$ cat src/rtl/tetris_board_renderer.sv
// Two-stage pixel pipeline: draws the 10x20 playfield and the 4x4 next-piece window
// from incremental cell counters and emits 1-bit R/G/B with syncs aligned to the pixels.
module tetris_board_renderer #(
   parameter int BOARD_X0 = 214,
   parameter int BOARD_Y0 = 29,
   parameter int PITCH    = 21,
   parameter int COLS     = 10,
   parameter int ROWS     = 20,
   parameter int NEXT_X0  = 445,
   parameter int NEXT_Y0  = 29
) (
   input  logic        CLK,
   input  logic        RESET,
   input  logic [9:0]  CounterX,
   input  logic [9:0]  CounterY,
   input  logic        inDisplayArea,
   input  logic        HS_IN,
   input  logic        VS_IN,
   output logic [7:0]  CELL_ADDR,
   input  logic [2:0]  CELL_DATA,
   input  logic [15:0] NEXT_MASK,
   input  logic [2:0]  NEXT_COLOR,
   output logic        R,
   output logic        G,
   output logic        B,
   output logic        DE_OUT,
   output logic        HS_OUT,
   output logic        VS_OUT
);

   localparam logic [9:0] BX0_C  = 10'(BOARD_X0);
   localparam logic [9:0] BY0_C  = 10'(BOARD_Y0);
   localparam logic [9:0] NX0_C  = 10'(NEXT_X0);
   localparam logic [9:0] NY0_C  = 10'(NEXT_Y0);
   localparam logic [4:0] LAST_C = 5'(PITCH - 1);
   localparam logic [4:0] COLS_C = 5'(COLS);
   localparam logic [4:0] ROWS_C = 5'(ROWS);
   localparam logic [4:0] NLIM_C = 5'd4;

   // Once the index reaches its limit the sub-counter parks at LAST_C, so the
   // closing grid line is drawn once and nothing further on the line/frame.
   function automatic logic [9:0] step_pair(input logic [4:0] idx, input logic [4:0] sub,
                                            input logic [4:0] limit);
      logic [9:0] nxt;
      if (idx == limit) begin
         nxt = {idx, (sub == LAST_C) ? LAST_C : sub + 5'd1};
      end else if (sub == LAST_C) begin
         nxt = {idx + 5'd1, 5'd0};
      end else begin
         nxt = {idx, sub + 5'd1};
      end
      return nxt;
   endfunction

   function automatic logic in_span(input logic [4:0] idx, input logic [4:0] sub,
                                    input logic [4:0] limit, input logic vld);
      return vld & ((idx < limit) | ((idx == limit) & (sub == 5'd0)));
   endfunction

   logic [4:0] bx_idx_r, bx_sub_r, nx_idx_r, nx_sub_r;
   logic [4:0] by_idx_r, by_sub_r, ny_idx_r, ny_sub_r;
   logic       bx_vld_r, nx_vld_r, by_vld_r, ny_vld_r;

   logic       bx_load_s, nx_load_s, line_start_s;
   logic [4:0] bx_idx_s, bx_sub_s, nx_idx_s, nx_sub_s;
   logic       bx_vld_s, nx_vld_s;
   logic       b_in_s, n_in_s, b_grid_s, n_grid_s, b_int_s, n_int_s, n_bit_s;
   logic [7:0] row_x10_s, addr_s;
   logic [3:0] nidx_s;

   logic [7:0] cell_addr_r;
   logic       grid_r, b_int_r, n_on_r, de_r, hs_r, vs_r;
   logic [2:0] color_s, rgb_r;
   logic       de_out_r, hs_out_r, vs_out_r;

   // Counter values describing the pixel presented this cycle.
   assign bx_load_s    = (CounterX == BX0_C);
   assign nx_load_s    = (CounterX == NX0_C);
   assign line_start_s = (CounterX == 10'd0);
   assign bx_idx_s     = bx_load_s ? 5'd0 : bx_idx_r;
   assign bx_sub_s     = bx_load_s ? 5'd0 : bx_sub_r;
   assign bx_vld_s     = bx_load_s | bx_vld_r;
   assign nx_idx_s     = nx_load_s ? 5'd0 : nx_idx_r;
   assign nx_sub_s     = nx_load_s ? 5'd0 : nx_sub_r;
   assign nx_vld_s     = nx_load_s | nx_vld_r;

   assign b_in_s   = in_span(bx_idx_s, bx_sub_s, COLS_C, bx_vld_s)
                   & in_span(by_idx_r, by_sub_r, ROWS_C, by_vld_r);
   assign n_in_s   = in_span(nx_idx_s, nx_sub_s, NLIM_C, nx_vld_s)
                   & in_span(ny_idx_r, ny_sub_r, NLIM_C, ny_vld_r);
   assign b_grid_s = b_in_s & ((bx_sub_s == 5'd0) | (by_sub_r == 5'd0));
   assign n_grid_s = n_in_s & ((nx_sub_s == 5'd0) | (ny_sub_r == 5'd0));
   assign b_int_s  = b_in_s & ~b_grid_s;
   assign n_int_s  = n_in_s & ~n_grid_s;

   assign row_x10_s = {by_idx_r, 3'b000} + {2'b00, by_idx_r, 1'b0};
   assign addr_s    = row_x10_s + {3'b000, bx_idx_s};
   assign nidx_s    = {ny_idx_r[1:0], nx_idx_s[1:0]};
   assign n_bit_s   = NEXT_MASK[nidx_s];

   // Horizontal cell counters, advancing every pixel.
   always_ff @(posedge CLK or negedge RESET) begin
      if (!RESET) begin
         bx_idx_r <= 5'd0;
         bx_sub_r <= 5'd0;
         bx_vld_r <= 1'b0;
         nx_idx_r <= 5'd0;
         nx_sub_r <= 5'd0;
         nx_vld_r <= 1'b0;
      end else begin
         {bx_idx_r, bx_sub_r} <= step_pair(bx_idx_s, bx_sub_s, COLS_C);
         bx_vld_r             <= bx_vld_s;
         {nx_idx_r, nx_sub_r} <= step_pair(nx_idx_s, nx_sub_s, NLIM_C);
         nx_vld_r             <= nx_vld_s;
      end
   end

   // Vertical cell counters, advancing once per line at CounterX==0.
   always_ff @(posedge CLK or negedge RESET) begin
      if (!RESET) begin
         by_idx_r <= 5'd0;
         by_sub_r <= 5'd0;
         by_vld_r <= 1'b0;
         ny_idx_r <= 5'd0;
         ny_sub_r <= 5'd0;
         ny_vld_r <= 1'b0;
      end else if (line_start_s) begin
         if (CounterY == BY0_C) begin
            by_idx_r <= 5'd0;
            by_sub_r <= 5'd0;
            by_vld_r <= 1'b1;
         end else begin
            {by_idx_r, by_sub_r} <= step_pair(by_idx_r, by_sub_r, ROWS_C);
         end
         if (CounterY == NY0_C) begin
            ny_idx_r <= 5'd0;
            ny_sub_r <= 5'd0;
            ny_vld_r <= 1'b1;
         end else begin
            {ny_idx_r, ny_sub_r} <= step_pair(ny_idx_r, ny_sub_r, NLIM_C);
         end
      end
   end

   // Stage 0: cell address (held outside board interiors) and pixel classification.
   always_ff @(posedge CLK or negedge RESET) begin
      if (!RESET) begin
         cell_addr_r <= 8'd0;
         grid_r      <= 1'b0;
         b_int_r     <= 1'b0;
         n_on_r      <= 1'b0;
         de_r        <= 1'b0;
         hs_r        <= 1'b1;
         vs_r        <= 1'b1;
      end else begin
         if (b_int_s) begin
            cell_addr_r <= addr_s;
         end else begin
            cell_addr_r <= cell_addr_r;
         end
         grid_r  <= b_grid_s | n_grid_s;
         b_int_r <= b_int_s;
         n_on_r  <= n_int_s & n_bit_s;
         de_r    <= inDisplayArea;
         hs_r    <= HS_IN;
         vs_r    <= VS_IN;
      end
   end

   // Colour priority: grid, then board cell, then next-piece cell.
   always_comb begin
      color_s = 3'b000;
      if (grid_r) begin
         color_s = 3'b011;
      end else if (b_int_r) begin
         color_s = CELL_DATA;
      end else if (n_on_r) begin
         color_s = NEXT_COLOR;
      end else begin
         color_s = 3'b000;
      end
   end

   // Stage 1: registered pixel and aligned syncs.
   always_ff @(posedge CLK or negedge RESET) begin
      if (!RESET) begin
         rgb_r    <= 3'b000;
         de_out_r <= 1'b0;
         hs_out_r <= 1'b1;
         vs_out_r <= 1'b1;
      end else begin
         rgb_r    <= color_s & {3{de_r}};
         de_out_r <= de_r;
         hs_out_r <= hs_r;
         vs_out_r <= vs_r;
      end
   end

   assign CELL_ADDR = cell_addr_r;
   assign R         = rgb_r[2];
   assign G         = rgb_r[1];
   assign B         = rgb_r[0];
   assign DE_OUT    = de_out_r;
   assign HS_OUT    = hs_out_r;
   assign VS_OUT    = vs_out_r;

endmodule
$ cat config.mk
export PLATFORM = sky130hd
export DESIGN_NAME = tetris_board_renderer
export DESIGN_NICKNAME = d
export VERILOG_FILES = /design/src/rtl/tetris_board_renderer.sv
export SDC_FILE = /design/constraint.sdc
export NUM_CORES = 1
export LEC_CHECK = 0
export ABC_AREA = 1
export CORE_ASPECT_RATIO = 0.7
export CORE_MARGIN = 4
export CORE_UTILIZATION = 45
export DETAILED_ROUTE_END_ITERATION = 8
export GPL_TIMING_DRIVEN = 0
export PLACE_DENSITY = 0.7
export SYNTH_ARGS = -nofsm -noshare
export SYNTH_HDL_FRONTEND = slang
export SYNTH_SLANG_ARGS = --single-unit
$ cat constraint.sdc
create_clock -name CLK -period 2.1 [get_ports CLK]
set_clock_uncertainty 0.15 [all_clocks]
set_input_delay 0.315 -clock CLK [delete_from_list [all_inputs] [get_ports CLK]]
set_output_delay 0.315 -clock CLK [all_outputs]
set_load 0.02 [all_outputs]
# After elaboration in Yosys (flattened, before gate mapping)
# Index checks and enable logic that the tools add are counted.
dict set report op_classes {
  mux 25
  reduce_logical 10
  shift 0
  magnitude_cmp 5
  bitwise 27
  n_eq_ne 13
  addsub 10
  div_mod_pow 0
  mul 0
}
# cell n
set ops {}
lappend ops {{10-bit two-way mux} 8}
lappend ops {{5-bit two-way mux} 12}
lappend ops {{5-bit by 1-bit adder with 5-bit output, second input constant} 8}
lappend ops {{5-bit == test, second input constant} 5}
lappend ops {{5-bit logical NOT} 4}
lappend ops {{1-bit bitwise AND} 15}
lappend ops {{10-bit by 5-bit == test with 1-bit output, second input constant} 1}
lappend ops {{10-bit by 8-bit == test with 1-bit output, second input constant} 1}
lappend ops {{10-bit by 9-bit == test with 1-bit output, second input constant} 1}
lappend ops {{5-bit by 3-bit == test with 1-bit output, second input constant} 2}
lappend ops {{10-bit logical NOT} 1}
lappend ops {{5-bit by 3-bit < comparator with 1-bit output, second input constant} 2}
lappend ops {{3-bit two-way mux} 3}
lappend ops {{1-bit OR} 9}
lappend ops {{8-bit by 5-bit adder with 8-bit output} 1}
lappend ops {{8-bit by 6-bit adder with 8-bit output} 1}
lappend ops {{3-bit AND reduction} 2}
lappend ops {{5-bit by 4-bit == test with 1-bit output, second input constant} 1}
lappend ops {{4-bit by 5-bit < comparator with 1-bit output, second input constant} 1}
lappend ops {{5-bit by 4-bit < comparator with 1-bit output, second input constant} 1}
lappend ops {{5-bit < comparator, second input constant} 1}
lappend ops {{1-bit binary-select mux with 4-bit select} 1}
lappend ops {{2-bit by 1-bit != test with 1-bit output, second input constant} 2}
lappend ops {{2-bit nonzero test} 2}
lappend ops {{other kinds (4)} 5}
dict set report totals {
  latchBits 0
  ramBits 0
  mem_bits_ro 0
  mem_count 0
  out_inout_bits 14
  inputBits 47
  regBits 63
  elab_cells 112
}

# Longest topological paths before layout
# Gate-level depths: netlist of the first run.
dict set report depth {
  ltp_word 11
  ltp_mapped 16
  depth_no_buf 16
}

# Least setup slack after synthesis of the first run
# Ideal clock, no wire load.
dict set report synth_path {
  path_type {input-to-reg}
  from {input CounterX[5]}
  to {register cell_addr_r[6], in the netlist CELL_ADDR[6]}
  setup_ps 117
  cell_stages 13
  t_arrival_ps 2238
  path_buffers 0
  required_ps 1833
  slack_ps -405
  cell_sequence {nor2_2 > nand3_1 > nor2_2 > nor2_1 > ha_1 > ha_1 > inv_1 > fa_1 > o21ai_0 > a21oi_1 > xnor2_1 > nand4_1 > nand2_1}
}
dict set report synth_between {
  elab_chain_len 10
  elab_cells_between_ends 16
  cone_classes {add/sub (1); order compare (1); eq/ne (2); mux (2); bitwise (9); reduce/logical (1)}
}
# element line
set synth_lines {}
lappend synth_lines {{start, declared} 14} ;# input logic [9:0] CounterX,
lappend synth_lines {{10-bit by 8-bit == test with 1-bit output *} 77} ;# assign bx_load_s = (CounterX == BX0_C);
lappend synth_lines {{branches (longest 9 deep; another with 5-bit by 4-bit < comparator with 1-bit output)} n/a}
lappend synth_lines {{end signal, assigned} 157} ;# cell_addr_r <= addr_s;
lappend synth_lines {{end signal, assigned} 159} ;# cell_addr_r <= cell_addr_r;
lappend synth_lines {{end, declared} 71} ;# logic [7:0] cell_addr_r;
# Mark *: on every way between the ends.
# A chain may end at the register's enable or synchronous reset.

# Worst setup path in the final report of the first run
dict set report layout_path {
  from {input CounterX[9]}
  to {register cell_addr_r[4], in the netlist CELL_ADDR[4]}
}
# Same word-level chain as after synthesis.

==> flow_metrics.env, run 1 <==
export IMPL_power_frac_comb_pct=38.2
export IMPL_cts_root_buf="clkbuf_16"
export IMPL_switchingPower_mw=1.69
export IMPL_crit_path_end_kind="flop"
export IMPL_via_per_inst=5.09
export IMPL_yosysSeqAreaShare_pct=41.4
export IMPL_met2_usage_pct=31.5
export IMPL_min_to="VS_OUT"
export IMPL_cap_viol_max_count=0
export IMPL_ys_ff_latch=63
export IMPL_htree_levels=3
export IMPL_postLayoutCoreUtil_pct=64.6
export IMPL_slew_headroom_pct=46.7
export IMPL_fp_dieW_um=118
export IMPL_place_gp_congestion=0.832
export IMPL_io_buffers=60
export IMPL_ir_drop_mv=0.380
export IMPL_switching_share_pct=35.4
export IMPL_setup_ws_ns=-0.150
export IMPL_setup_viol=4
export IMPL_power_clock_fraction_pct=30.1
export IMPL_cpMaxStageDelayCell="fa_2"
export IMPL_finalWirelength_um=9220
export IMPL_fin_nets=635
export IMPL_criticalPathCategory="input port to flop"
export IMPL_cts_buffers=9
export IMPL_post_route_cells_drive_above_1_share_pct=21.3
export IMPL_whs_path_depth=0
export IMPL_num_rows=27
export IMPL_grt_first_pass_wirelength_um=15700
export IMPL_r2r_start="by_idx_r[2]"
export IMPL_use_met1_pct=24.9
export IMPL_grt_overflow=0
export IMPL_clk_pin_slew_worst_paths_ns=0.05
export IMPL_coreArea_um2=8070
export IMPL_io_pins=61
export IMPL_ant_nets=0
export IMPL_gr_usage_met3_pct=4.53
export IMPL_die_y_um=85.1
export IMPL_grt_usage_pct=19.0
export IMPL_cts_tree="yes"
export IMPL_p_int_mw=3.09
export IMPL_clockBufferDepth=2
export IMPL_fin_crit_ns=2.25
export IMPL_max_stage_delay_ns=0.34
export IMPL_timing_final_crit_share_pct=107
export IMPL_diodes=0
export IMPL_violations="setup timing"
export IMPL_r2r_end="CELL_ADDR[4]"
export IMPL_tightest_slew_ns=0.800
export IMPL_critPathRequiredTime_ns=2.21
export IMPL_path_cells="buf_8 -> nor2_4 -> buf_4 -> nand3_4 -> nor2_4 -> nor2_4 -> ha_4 -> ha_4 -> inv_1 -> fa_2 -> buf_4 -> buf_4 -> xnor2_1 -> nand4_1 -> nand2_1"
export IMPL_synthToLayoutAreaGrowth_pct=36.4
export IMPL_fmax_mhz=444
export IMPL_powerDensity_nw_per_um2=916
export IMPL_synth_distinct_cells=40
export IMPL_netlist_instances=469
export IMPL_drc=0
export IMPL_regArea_um2=1580
export IMPL_dp_hpwl_um=6280
export IMPL_dp_cells=630
export IMPL_hold_path_class="flop to flop"
export IMPL_grt_max_degree=64
export IMPL_clk_latency_ns=0.33
export IMPL_cellLeakagePower_nw=2.56
export IMPL_fill_cells=664
export IMPL_busiest_layer="met2"
export IMPL_startpoint_type="input port"
export IMPL_avgSynthCellArea_um2=8.15
export IMPL_path_max_fanout=3
export IMPL_cp_top_family="adder cells"
export IMPL_pwr_share_seq_pct=31.7
export IMPL_stdcell_count=668
export IMPL_worstPathArrival_ns=2.36
export IMPL_grt_pass1_vias=3415
export IMPL_hold_viol=0
export IMPL_rrSetupSlack_ns=-0.13
export IMPL_synth_nets=542
export IMPL_drt_initial_drc_count=187
export IMPL_rsz0062_at_grt="true"
export IMPL_crit_buf_inv=5
export IMPL_ys_warn_count=0
export IMPL_antenna_found_initial=0
export IMPL_hp_start="vs_r"
export IMPL_total_power_mw=4.78
export IMPL_syn_cell_area_um2=3820
export IMPL_dr_total_vias=3401
export IMPL_outcome="complete, but fails checks"
export IMPL_cts_num_sinks=63
export IMPL_start_util_pct=47.4
export IMPL_slew_viol_final=0
export IMPL_multiInputGateArea_um2=2170
export IMPL_wl_per_cell_um=13.8
export IMPL_dr_pass1_iters=5
export IMPL_die_area_um2=10100
export IMPL_fin_tns_setup_ns=-0.439
export IMPL_reg2regPathDepth=9
-- routing by layer --
layer  wire [um]  up-vias
met5           0        -
met4          96        0
met3         413       10
met2        4400       97
met1        4310     1579
li1            -     1715
-- power groups by stage --
stage	registers, mW	clock network, mW	logic [mW]
floorplan	1.51	0	1.09
global placement	1.52	0	1.41
detailed placement	1.52	0	1.45
CTS	1.50	1.46	1.57
global route	1.54	1.51	2.04
finish	1.51	1.44	1.83
-- stage by stage --
stage,area (um2),worst slack (ns),hold slack [ns]
6_report,5220,-0.150,0.205
5_1_grt,5220,-0.223,0.207
4_1_cts,5000,-0.0713,0.204
3_5_place_dp,4590,-0.967,0.197
3_3_place_gp,4590,-1.54,0.195
2_1_floorplan,3860,-0.269,-0.131
-- synthesized netlist by cell type, drive strengths merged --
| library cell | n | share of area [%] |
|---|---|---|
| a31o | 1 | 0.23 |
| nor2b | 1 | 0.36 |
| a31oi | 1 | 0.16 |
| inv | 69 | 6.8 |
| nor3 | 4 | 0.82 |
| and3 | 1 | 0.16 |
| nor2 | 44 | 5.4 |
| a22oi | 1 | 0.20 |
| o21ai | 26 | 3.5 |
| a21boi | 1 | 0.20 |
| a21oi | 20 | 2.6 |
| a21o | 1 | 0.20 |
| dfrtp | 59 | 39 |
| ha | 24 | 7.9 |
| buf | 4 | 0.72 |
| nand3 | 50 | 7.3 |
| fa | 2 | 1.0 |
| o31ai | 1 | 0.20 |
| o22ai | 5 | 0.82 |
| nand4 | 20 | 3.4 |
| xnor2 | 4 | 0.92 |
| dfstp | 4 | 2.7 |
| clkbuf | 1 | 0.098 |
| nand2 | 108 | 12 |
| xor2 | 17 | 3.9 |
-- repair_timing --
action                                 CTS  global route
gates resized for setup                 60            35
hold buffers                             1             0
gates cloned                             0             0
setup endpoints to repair               26            25
endpoints found under the hold margin   59             0
setup buffers                           12             9
pin swaps                               27            18
-- placed cells by master (no fill, tap or decap), types with 9 or more instances in the layout --
master,count
inv_1,61
clkbuf_16,9
nor2_1,29
nand3_1,45
ha_1,18
nand4_1,19
nor2_4,10
o21ai_0,22
a21oi_1,18
nand2_2,12
clkdlybuf4s50_1,49
xor2_1,16
buf_4,19
dfrtp_1,57
nand2_1,90
-- kinds of logic (layout without fill, tap and decap cells) --
family	Yosys count	count (layout)	synth area share, %
compound gates	57	57	8.12
xor+xnor	21	21	4.81
fa+ha+maj	26	26	8.90
buf+inv	74	172	7.59
flops	63	63	41.4
simple gates	228	228	29.2
-- sequential cells by signal, summed over array words and instances, names as in the netlist --
name / count
bx_idx_r: 5
hs_r: 1
nx_idx_r: 5
HS_OUT: 1
bx_vld_r: 1
ny_idx_r: 5
ny_vld_r: 1
rgb_r: 3
by_idx_r: 5
DE_OUT: 1
b_int_r: 1
nx_sub_r: 5
n_on_r: 1
de_r: 1
VS_OUT: 1
ny_sub_r: 5
CELL_ADDR: 8
vs_r: 1
nx_vld_r: 1
grid_r: 1
by_sub_r: 5
bx_sub_r: 5
-- worst max path at each step --
stage	startpoint	endpoint	slack, ns	cells past startpoint
3_3_place_gp	RESET	ny_sub_r[1]	-1.54	1
2_1_floorplan	CounterX[9]	CELL_ADDR[7]	-0.27	14
4_1_cts	CounterX[8]	CELL_ADDR[6]	-0.07	14
5_1_grt	CounterX[0]	CELL_ADDR[5]	-0.22	14
3_5_place_dp	CounterX[5]	CELL_ADDR[6]	-0.97	14
6_report	CounterX[9]	CELL_ADDR[4]	-0.15	15
-- final cells by class --
class / instances / share of cell area [%]
inverter: 69 / 5.01
sequential: 63 / 30.4
buffer: 5 / 0.648
multi-input combinational: 332 / 41.6
clock buffer: 9 / 4.32
clock inverter: 7 / 1.22
tap: 101 / 2.42
timing repair buffer: 82 / 14.4
(Power assumes the default switching activity.)
==> run 2: changes to the inputs <==
Settings changed: CORE_UTILIZATION 45 to 35, PLACE_DENSITY 0.7 to 0.56.
==> run 2 against run 1 <==
The flow still finishes with violations (setup timing). Wire length fell by 0.42%. Sequential share of layout area fell by 0.37 points. Clock-buffer cell count rose by 5. Final cell count rose by 6.7%. Cell area rose by 1.4%. Die area rose by 26%. First-iteration DRC count fell by 13%. Non-clock buffer count fell by 3. Highest routed layer unchanged.
==> flow_metrics.env, run 2 (synthesized netlist as in run 1, its figures left out) <==
export IMPL_io_pins=61
export IMPL_timing_final_crit_share_pct=105
export IMPL_dr_total_vias=3396
export IMPL_dr_pass1_iters=5
export IMPL_slew_viol_final=0
export IMPL_grt_usage_pct=15.2
export IMPL_pre_cts_ws_ns=-1.00
export IMPL_whs_path_depth=0
export IMPL_crit_buf_inv=2
export IMPL_io_buffers=60
export IMPL_fin_crit_ns=2.20
export IMPL_synthToLayoutAreaGrowth_pct=38.3
export IMPL_stdcell_count=713
export IMPL_largest_register_ffs=8
export IMPL_place_gp_congestion=0.790
export IMPL_hold_path_class="flop to flop"
export IMPL_whs_ns=0.204
export IMPL_hold_viol=0
export IMPL_cap_viol_max_count=0
export IMPL_dp_cells=677
export IMPL_clk_latency_ns=0.33
export IMPL_grt_overflow=0
export IMPL_powerDensity_nw_per_um2=932
export IMPL_htree_levels=3
export IMPL_fmax_mhz=456
export IMPL_crit_path_end_kind="flop"
export IMPL_start_util_pct=36.4
export IMPL_rrSetupSlack_ns=-0.06
export IMPL_path_cells="buf_6 -> nor2_4 -> nor2b_4 -> nand3_4 -> nand2_4 -> inv_4 -> fa_1 -> ha_4 -> nand2_2 -> nand2_2 -> nand2_1 -> nand3_1 -> xor2_1 -> nand4_1 -> nand2_1"
export IMPL_cpMaxStageDelayCell="fa_1"
export IMPL_ant_nets=0
export IMPL_r2r_end="CELL_ADDR[6]"
export IMPL_fp_dieW_um=133
export IMPL_cts_num_sinks=63
export IMPL_via_per_inst=4.76
export IMPL_setup_ws_ns=-0.0950
export IMPL_die_y_um=95.5
export IMPL_r2r_start="by_idx_r[2]"
export IMPL_multiInputGateArea_um2=2140
export IMPL_total_power_mw=4.93
export IMPL_reg2regPathDepth=9
export IMPL_coreArea_um2=10500
export IMPL_postLayoutCoreUtil_pct=50.3
export IMPL_rsz0062_at_grt="true"
export IMPL_fin_tns_setup_ns=-0.216
export IMPL_antenna_found_initial=0
export IMPL_drt_initial_drc_count=163
export IMPL_criticalPathCategory="input port to flop"
export IMPL_outcome="complete, but fails checks"
export IMPL_num_rows=31
export IMPL_cts_buffers=9
export IMPL_violations="setup timing"
export IMPL_path_max_fanout=5
export IMPL_grt_max_degree=64
export IMPL_final_area_um2=5290
export IMPL_place_area_um2=4640
export IMPL_clockBufferDepth=2
export IMPL_finalWirelength_um=9180
export IMPL_critPathRequiredTime_ns=2.22
export IMPL_cts_tree="yes"
export IMPL_wl_per_cell_um=12.9
export IMPL_cts_root_buf="clkbuf_16"
export IMPL_die_area_um2=12700
export IMPL_dp_hpwl_um=6580
export IMPL_final_cell_mix="nand2_1, inv_1, dfrtp_1"
export IMPL_min_to="VS_OUT"
export IMPL_cellLeakagePower_nw=2.56
export IMPL_slew_headroom_pct=46.1
export IMPL_cp_top_family="simple AND/OR/NAND/NOR gates"
export IMPL_max_stage_delay_ns=0.48
export IMPL_layout_commonest_cell="nand2_1"
export IMPL_grt_pass1_vias=3239
export IMPL_diodes=0
export IMPL_post_route_cells_drive_above_1_share_pct=20.7
export IMPL_grt_first_pass_wirelength_um=15300
export IMPL_fill_cells=1017
export IMPL_regArea_um2=1590
export IMPL_worstPathArrival_ns=2.31
export IMPL_setup_viol=3
export IMPL_startpoint_type="input port"
export IMPL_fin_nets=633
export IMPL_ir_drop_mv=0.440
export IMPL_clk_pin_slew_worst_paths_ns=0.05
export IMPL_hp_start="vs_r"
export IMPL_tightest_slew_ns=0.809
export IMPL_drc=0
-- run 2: cell count changes in the layout (fill, tap and decap cells not counted), sizes merged --
cell,delta
buf,-3
nand3,+1
clkbuf,+5
bufinv,+1
clkinv,-6
-- run 2: what timing repair did --
| action | 4_1_cts | 5_1_grt |
|---|---|---|
| buffers inserted | 8 | 11 |
| gates cloned | 0 | 1 |
| hold endpoints to repair | 59 | 0 |
| resized for setup | 63 | 25 |
| pin swaps | 21 | 11 |
| hold buffers | 1 | 0 |
| endpoints found under the setup margin | 27 | 24 |
-- run 2: worst max-delay path by stage --
| stage | to | slack [ns] | from | cells past startpoint |
|---|---|---|---|---|
| 6_report | CELL_ADDR[7] | -0.1 | CounterX[8] | 15 |
| 3_5_place_dp | CELL_ADDR[6] | -1.00 | CounterX[1] | 14 |
| 3_3_place_gp | CELL_ADDR[1] | -1.63 | RESET | 1 |
| 4_1_cts | CELL_ADDR[6] | -0.07 | CounterX[8] | 14 |
| 5_1_grt | CELL_ADDR[7] | -0.22 | CounterX[8] | 15 |
| 2_1_floorplan | CELL_ADDR[7] | -0.27 | CounterX[9] | 14 |
-- run 2: layout make-up --
cell class,instances,share of cell area (%)
repair buffers,80,14.0
clock inverters,2,1.14
plain buffers,4,0.568
flip-flops and latches,63,30.0
well taps,148,3.50
multi-input cells,333,40.5
clock buffers,14,5.37
inverters,69,4.94
-- run 2: per-layer routing --
metal | global-route usage [%] | wire length [um]
met2 | 22.7 | 4030
met1 | 21.1 | 4620
met3 | 4.75 | 421
met5 | 0 | 0
met4 | 5.02 | 107
-- run 2: where the power goes --
part	internal (mW)	total (mW)	switching (mW)
clock	1.17	1.69	0.522
sequential	1.40	1.54	0.141
combinational	0.767	1.70	0.936
total	3.33	4.93	1.60
==> run 3: changes to the inputs <==
Settings changed: SKIP_CTS_REPAIR_TIMING set to 1.
==> run 3 against run 2 <==
The run ends with hold timing, setup timing left. Maximum frequency shrank 2.0%. Final cell count shrank 0.70%. Non-clock buffer count shrank 4. Global-route usage shrank 0.45 points. Wire length shrank 2.5%. Flip-flop and latch count is the same.
==> flow_metrics.env, run 3 (synthesized netlist as in run 1, its figures left out) <==
export IMPL_startpoint_type="input port"
export IMPL_maxUsedRoutingLayer="met4"
export IMPL_start_util_pct=36.4
export IMPL_die_area_um2=12700
export IMPL_postLayoutCoreUtil_pct=49.5
export IMPL_final_area_um2=5200
export IMPL_whs_ns=-0.0727
export IMPL_cp_depth=14
export IMPL_largest_register_ffs=8
export IMPL_final_cell_mix="nand2_1, inv_1, dfrtp_1"
export IMPL_grt_max_degree=64
export IMPL_cellLeakagePower_nw=2.55
export IMPL_slew_viol_final=0
export IMPL_grt_usage_pct=14.8
export IMPL_layout_commonest_cell="nand2_1"
export IMPL_hold_path_class="input port to async pin"
export IMPL_reg2regPathDepth=9
export IMPL_cts_root_buf="clkbuf_16"
export IMPL_cts_num_sinks=63
export IMPL_crit_path_end_kind="flop"
export IMPL_multiInputGateArea_um2=2100
export IMPL_io_buffers=60
export IMPL_total_power_mw=4.79
export IMPL_dr_pass1_iters=5
export IMPL_fin_tns_setup_ns=-0.331
export IMPL_cpMaxStageDelayCell="fa_1"
export IMPL_clk_pin_slew_worst_paths_ns=0.05
export IMPL_grt_first_pass_wirelength_um=14900
export IMPL_fin_nets=628
export IMPL_regArea_um2=1580
export IMPL_post_route_cells_drive_above_1_share_pct=18.6
export IMPL_grt_overflow=0
export IMPL_tightest_slew_ns=0.801
export IMPL_drt_initial_drc_count=181
export IMPL_die_y_um=95.5
export IMPL_dp_hpwl_um=6580
export IMPL_drc=0
export IMPL_path_max_fanout=5
export IMPL_via_per_inst=4.70
export IMPL_outcome="complete, but fails checks"
export IMPL_timing_final_crit_share_pct=107
export IMPL_diodes=0
export IMPL_wl_per_cell_um=12.6
export IMPL_clk_latency_ns=0.33
export IMPL_fill_cells=1030
export IMPL_crit_buf_inv=4
export IMPL_rsz0062_at_grt="true"
export IMPL_cap_viol_max_count=0
export IMPL_cts_buffers=9
export IMPL_finalWirelength_um=8950
export IMPL_cts_tree="yes"
export IMPL_place_gp_congestion=0.790
export IMPL_grt_pass1_vias=3160
export IMPL_fmax_mhz=447
export IMPL_wl_met1_um=4580
export IMPL_route_met3_wl_um=389
export IMPL_clockBufferDepth=2
export IMPL_coreArea_um2=10500
export IMPL_dr_total_vias=3327
export IMPL_htree_levels=3
export IMPL_ant_nets=0
export IMPL_io_pins=61
export IMPL_violations="hold timing, setup timing"
export IMPL_ir_drop_mv=0.439
export IMPL_setup_viol=3
export IMPL_path_cells="dlymetal6s2s_1 -> nor2_4 -> buf_6 -> nand3_4 -> nand2_4 -> inv_4 -> fa_1 -> ha_4 -> inv_2 -> o21ai_2 -> a21oi_2 -> xnor2_1 -> nand4_1 -> nand2_1"
export IMPL_place_area_um2=4640
export IMPL_worstPathArrival_ns=2.36
export IMPL_powerDensity_nw_per_um2=920
export IMPL_synthToLayoutAreaGrowth_pct=36.1
export IMPL_num_rows=31
export IMPL_wl_met2_um=3930
export IMPL_max_stage_delay_ns=0.48
export IMPL_critPathRequiredTime_ns=2.22
export IMPL_setup_ws_ns=-0.139
export IMPL_fin_crit_ns=2.24
export IMPL_hold_viol=59
export IMPL_criticalPathCategory="input port to flop"
export IMPL_antenna_found_initial=0
export IMPL_slew_headroom_pct=46.6
export IMPL_cp_top_family="adder cells"
export IMPL_fp_dieW_um=133
-- run 3: changes by cell type in the layout (fill, tap and decap cells not counted), moves of 2 or more --
cell            previous run  this run
dfrtp_2                    4         2
dfrtp_1                   55        57
nand2_1                   90        95
buf_6                      7         3
buf_2                      8         0
nand2_2                   14        10
dlymetal6s2s_1             0         2
clkbuf_2                   0         6
-- run 3: path summary, 6_finish.rpt --
check	startpoint	to	slack, ns
max	CounterX[5]	CELL_ADDR[6]	-0.14
min	RESET	nx_idx_r[0]	-0.07
max reg2reg	by_idx_r[0]	CELL_ADDR[6]	-0.12
min reg2reg	vs_r	VS_OUT	0.20
max in group asynchronous	RESET	by_idx_r[1]	1.31
min in group CLK	vs_r	VS_OUT	0.20
-- run 3: area by class of cell --
| type | count | share of cell area, % |
|---|---|---|
| inverter | 69 | 5.03 |
| tap | 148 | 3.56 |
| clock inverter | 2 | 1.15 |
| multi-input combinational | 332 | 40.3 |
| buffer | 4 | 0.649 |
| timing repair buffer | 76 | 13.4 |
| clock buffer | 14 | 5.46 |
| sequential | 63 | 30.4 |
-- run 3: metrics by stage --
step                std cells  setup WS, ns
floorplan                 469        -0.269
global placement          677         -1.63
detailed placement        677         -1.00
CTS                       693        -0.653
global route              708        -0.265
finish                    708        -0.139
-- run 3: per-layer routing --
| metal | vias to the layer above | track usage (%) |
|---|---|---|
| met3 | 4 | 4.64 |
| met4 | 0 | 4.84 |
| li1 | 1704 | - |
| met5 | - | 0 |
| met2 | 59 | 21.7 |
| met1 | 1560 | 20.7 |
-- run 3: power breakdown --
group | total, mW | switching [mW] | internal, mW
clock | 1.69 | 0.521 | 1.17
combinational | 1.56 | 0.889 | 0.669
sequential | 1.54 | 0.142 | 1.40
total | 4.79 | 1.55 | 3.23
-- run 3: worst register-to-register path, cell delays in order (launching register included) --
cell     delay [ns]
dfrtp_1        0.47
ha_4           0.33
xor2_2         0.16
inv_1          0.09
fa_2           0.41
o21ai_2        0.16
a21oi_2        0.08
xnor2_1        0.15
nand4_1        0.09
nand2_1        0.08
